==> config.mk <==
export PLATFORM = sky130hd
export DESIGN_NAME = cp0_exc_ctrl
export DESIGN_NICKNAME = d
export VERILOG_FILES = /design/src/rtl/cp0_exc_ctrl.sv
export SDC_FILE = /design/constraint.sdc
export NUM_CORES = 1
export LEC_CHECK = 0
export BUFFER_PORTS_ARGS = -buffer_cell sky130_fd_sc_hd__buf_2
export CORE_MARGIN = 2
export CORE_UTILIZATION = 41
export CTS_CLUSTER_SIZE = 25
export DETAILED_ROUTE_END_ITERATION = 12
export GPL_TIMING_DRIVEN = 0
export PLACE_DENSITY = 0.77
export SYNTH_ARGS = -nofsm -noshare
export SYNTH_HDL_FRONTEND = slang
export SYNTH_SLANG_ARGS = --single-unit
==> constraint.sdc <==
create_clock -name clk -period 2.5 [get_ports clk]
set_input_delay 0.625 -clock clk [delete_from_list [all_inputs] [get_ports clk]]
set_output_delay 0.625 -clock clk [all_outputs]
set_load 0.02 [all_outputs]
==> src/rtl/cp0_exc_ctrl.sv <==
// Coprocessor-0 exception controller: SR/Cause/EPC/PRId, MEM-stage exception and interrupt
// sampling, pipeline flush request, mfc0/mtc0 access and eret support.
module cp0_exc_ctrl #(
  parameter logic [31:0] PRID_VALUE   = 32'h2019_0001,
  parameter logic [31:0] HANDLER_ADDR = 32'h0000_4180
) (
  input  logic        clk,
  input  logic        reset,
  input  logic [4:0]  readAddr,
  input  logic [4:0]  writeAddr,
  input  logic [31:0] writeData,
  input  logic        writeEn,
  input  logic [31:0] PC,
  input  logic        isBD,
  input  logic [4:0]  excCode,
  input  logic        eret,
  input  logic [5:0]  HWInt,
  output logic [31:0] readData,
  output logic [31:0] EPCOut,
  output logic [31:0] handlerPC,
  output logic        req
);

  logic [5:0]  im_q, im_d;
  logic        exl_q, exl_d;
  logic        ie_q, ie_d;
  logic        bd_q, bd_d;
  logic [5:0]  ip_q;
  logic [4:0]  exc_code_q, exc_code_d;
  logic [31:0] epc_q, epc_d;

  logic        int_req;
  logic        exc_req;
  logic        take;
  logic [31:0] pc_aligned;
  logic [31:0] sr_word;
  logic [31:0] cause_word;

  assign int_req    = ie_q & ~exl_q & (|(HWInt & im_q));
  assign exc_req    = (excCode != 5'd0) & ~exl_q;
  assign take       = int_req | exc_req;
  // Reset must kill the flush even though excCode may still be presented.
  assign req        = ~reset & take;
  assign pc_aligned = {PC[31:2], 2'b00};

  always_comb begin
    im_d       = im_q;
    exl_d      = exl_q;
    ie_d       = ie_q;
    bd_d       = bd_q;
    exc_code_d = exc_code_q;
    epc_d      = epc_q;
    if (take) begin
      exl_d      = 1'b1;
      bd_d       = isBD;
      exc_code_d = int_req ? 5'd0 : excCode;
      epc_d      = isBD ? (pc_aligned - 32'd4) : pc_aligned;
    end else if (eret) begin
      exl_d = 1'b0;
    end else if (writeEn) begin
      case (writeAddr)
        5'd12: begin
          im_d  = writeData[15:10];
          exl_d = writeData[1];
          ie_d  = writeData[0];
        end
        5'd14:   epc_d = writeData;
        default: ;
      endcase
    end
  end

  always_ff @(posedge clk or posedge reset) begin
    if (reset) begin
      im_q       <= 6'd0;
      exl_q      <= 1'b0;
      ie_q       <= 1'b0;
      bd_q       <= 1'b0;
      ip_q       <= 6'd0;
      exc_code_q <= 5'd0;
      epc_q      <= 32'd0;
    end else begin
      im_q       <= im_d;
      exl_q      <= exl_d;
      ie_q       <= ie_d;
      bd_q       <= bd_d;
      ip_q       <= HWInt;
      exc_code_q <= exc_code_d;
      epc_q      <= epc_d;
    end
  end

  assign sr_word    = {16'd0, im_q, 8'd0, exl_q, ie_q};
  assign cause_word = {bd_q, 15'd0, ip_q, 3'd0, exc_code_q, 2'd0};

  always_comb begin
    readData = 32'd0;
    case (readAddr)
      5'd12:   readData = sr_word;
      5'd13:   readData = cause_word;
      5'd14:   readData = epc_q;
      5'd15:   readData = PRID_VALUE;
      default: readData = 32'd0;
    endcase
  end

  assign EPCOut    = epc_q;
  assign handlerPC = HANDLER_ADDR;

endmodule

==> flow_summary_export.csv <==
group,metric,value,unit
run_status,outcome,"finished clean",
layout,final_core_util,0.569,
yosys,synth_compound_area_frac,0.128,
detailed_routing,wl_met1,4520,um
layout,nets,658,
detailed_routing,vias,3430,
detailed_routing,wl_met2,5540,um
detailed_routing,firstDrtPassIters,4,
timing,fin_hold_ws,0.248,ns
layout,antenna_cells,0,
power,p_seq_frac,0.382,
detailed_routing,totalWireLength,10900,um
global_route,grt_max_degree,41,
yosys,synth-seq-cells,52,
timing,setup_viol,0,
yosys,syn_area,3470,um^2
setup_path,cp_cell_sequence,"buf_2, or4_1, nor2_2, nand2_1, nand2_2, nor2_1, buf_2",
yosys,postSynthAreaPerCell,9.22,um^2
yosys,ys_seq_area_frac,0.375,
timing,slew_viol_final,0,
setup_path,cp-end-kind,"primary output",
timing,finalHoldViolCount,0,
power,swShare,0.431,
layout,layout_commonest_cell,"buf_2",
yosys,synth_top_family_by_area,"simple AND/OR/NAND/NOR gates",
setup_path,startpoint_type,"input pin",
power,irDropWorstVdd,0.372,mV
detailed_routing,drc,0,
setup_path,crit_buf_inv,2,
power,leakagePower,2.28,nW
floorplanning,dieArea,9210,um^2
setup_path,cpLargestDelayFamily,"simple AND/OR/NAND/NOR gates",
placement,gp_congestion,0.767,
global_route,overflow,0,
yosys,synth_top_cell_by_area,"dfrtp_1",
power,power_frac_comb,0.459,
timing,max_slew.worst_pin.slew,0.576,ns
clock_network,clock_path_buffers,2,
detailed_routing,routed.top_layer,"met4",
clock_network,cts_tree,"built",
yosys,synth_top_area_frac,0.375,
yosys,syn_inst,376,
setup_path,cpMostUsedCell,"buf_2",
placement,dp_hpwl,8390,um
floorplanning,dieHeight,96.0,um
detailed_routing,drt-initial-drc-count,128,
setup_path,worstSetupPathType,"in2out",
timing,fmax,0.412,GHz
power,pwr-share-clk,0.159,
timing,fin_skew,0.00781,ns
detailed_routing,wl_per_cell,16.3,um
timing,finalCritPeriodShare,0.970,
yosys,synth_warnings,0,
floorplanning,die_w,96.0,um
global_route,antenna_found_initial,0,
detailed_routing,vias_per_cell,5.10,
timing,fin_tns_setup,0,ns
timing,worst_slack,0.0741,ns
clock_network,worstSkewPairLatency,0.32,ns
layout,drive_gt1_frac,0.430,
yosys,synth_area_leaders,"dfrtp_1 38%, buf_4 7.1%, mux2_2 7.1%",
clock_network,htreeDepth,2,
floorplanning,io_pins,187,
detailed_routing,wl_met3,772,um
setup_path,crit_arrival,1.80,ns
clock_network,cts_buffers,5,
timing,rsz0062_at_grt,"false",
floorplanning,fp.coreArea,8220,um^2
placement,place_ws,-0.734,ns
setup_path,critPathMaxFanout,5,
placement,port_buffers,150,
clock_network,cts.sinks,52,
yosys,synth_adder_area_share,0.00361,
global_route,track_usage,0.239,
floorplanning,start_util,0.422,
layout,syn2layout_area_growth,34.7,%
setup_path,cp_slowest_cell,"or4_1",
timing,fin_crit,2.43,ns
power,powerDensity,798,nW/um^2
layout,final_cell_mix,"153 x buf_2, 52 x dfrtp_1, 37 x buf_4",
worst_hold_path,hold_class,"in2async",
power,internal_power,2.12,mW
power,switchingPower,1.61,mW
global_route,grt_pass1_vias,3302,
yosys,synthXorXnorAreaFrac,0.0657,
clock_network,clk_pin_slew,0.09,ns
detailed_routing,ant_nets,0,
floorplanning,num_rows,33,
setup_path,required,1.88,ns
yosys,synthMuxAreaShare,0.139,
yosys,ys_types,42,
clock_network,clockRootBuffer,"clkbuf_8",
run,maxCapViolCount,0,
global_route,grt_first_pass_wirelength,16600,um
timing,relSlewSlack,0.612,
clock_network,ctsHoldBuffers,0,
setup_path,cp_slowest_stage_delay,0.53,ns
yosys,synthSimpleGateAreaFrac,0.181,
[final timing paths]
path | end | slack (ns) | from | cells after the start
worst max-delay path | req | 0.07 | excCode[1] | 7
worst min-delay path | ip_q[0]$_DFF_PP0_ | 0.25 | reset | 2
worst max register to register | exc_code_q[4]$_DFFE_PP0N_ | 0.20 | im_q[3]$_DFFE_PP0P_ | 7
worst min register to register | bd_q$_DFFE_PP0N_ | 0.54 | bd_q$_DFFE_PP0N_ | 1
max in group asynchronous | EPCOut[1]$_DFFE_PP0P_ | 1.74 | reset | 3
min in group clk | ip_q[4]$_DFF_PP0_ | 0.43 | HWInt[4] | 1
[timing repair]
action | in CTS | in global routing
setup buffers | 3 | 0
pin swaps | 2 | 1
resized for setup | 13 | 4
setup endpoints to repair | 35 | 15
[area by class of cell]
type	count	area, um^2
tap	105	131
fill	778	3540
clock inverter	3	42.5
sequential	52	1300
timing repair buffer	154	793
clock buffer	5	68.8
multi-input combinational	293	1950
inverter	8	30.0
buffer	53	350
[cells by family after synthesis]
| group | count (synthesis) |
|---|---|
| other | 2 |
| adder cells (fa/ha/maj) | 1 |
| AND/OR/NAND/NOR | 121 |
| AO/OA/AOI/OAI | 71 |
| buffers and inverters | 61 |
| multiplexers | 42 |
| XOR/XNOR | 26 |
| flip-flops | 52 |
[synthesized netlist by cell type (all sizes together)]
cell / n
conb: 2
xnor2: 21
or2: 1
o21ai: 20
a211oi: 1
inv: 8
nor4: 11
nand3: 7
or4bb: 1
nor3: 12
a22o: 9
a22oi: 7
mux2: 29
ha: 1
a21oi: 29
nor3b: 2
or4: 2
o31ai: 2
nor2: 31
nand2: 21
buf: 37
and3: 15
and2: 1
a32o: 1
o31a: 1
nor4b: 2
o21a: 1
mux2i: 13
dfrtp: 52
nand4: 1
xor2: 5
nor2b: 7
clkbuf: 16
or3: 6
nand4b: 1
[metal layers]
metal / GRT usage / vias to the layer above
li1: - / 1645
met4: 0.0524 / 0
met5: 0 / -
met1: 0.309 / 1623
met2: 0.420 / 151
met3: 0.0415 / 11
[power by group through the flow]
stage | clock network [mW] | logic, mW | registers (mW)
detailed placement | 0 | 1.70 | 1.43
CTS | 0.602 | 1.71 | 1.43
finish | 0.592 | 1.71 | 1.43
global placement | 0 | 1.65 | 1.42
floorplan | 0 | 0.825 | 1.66
global route | 0.626 | 1.87 | 1.47
[stage by stage]
| stage | std cells | total power [mW] | area, um^2 |
|---|---|---|---|
| final | 673 | 3.73 | 4670 |
| after global routing | 673 | 3.97 | 4670 |
| after CTS | 673 | 3.74 | 4660 |
| after detailed placement | 662 | 3.13 | 4490 |
| after global placement | 661 | 3.07 | 4470 |
| after floorplan | 406 | 2.48 | 3590 |
[flip-flops by register name (all words and copies together) (netlist names)]
name / flops
EPCOut: 32
bd_q: 1
exc_code_q: 5
exl_q: 1
ie_q: 1
im_q: 6
ip_q: 6
Power figures use the tool's default switching activity.
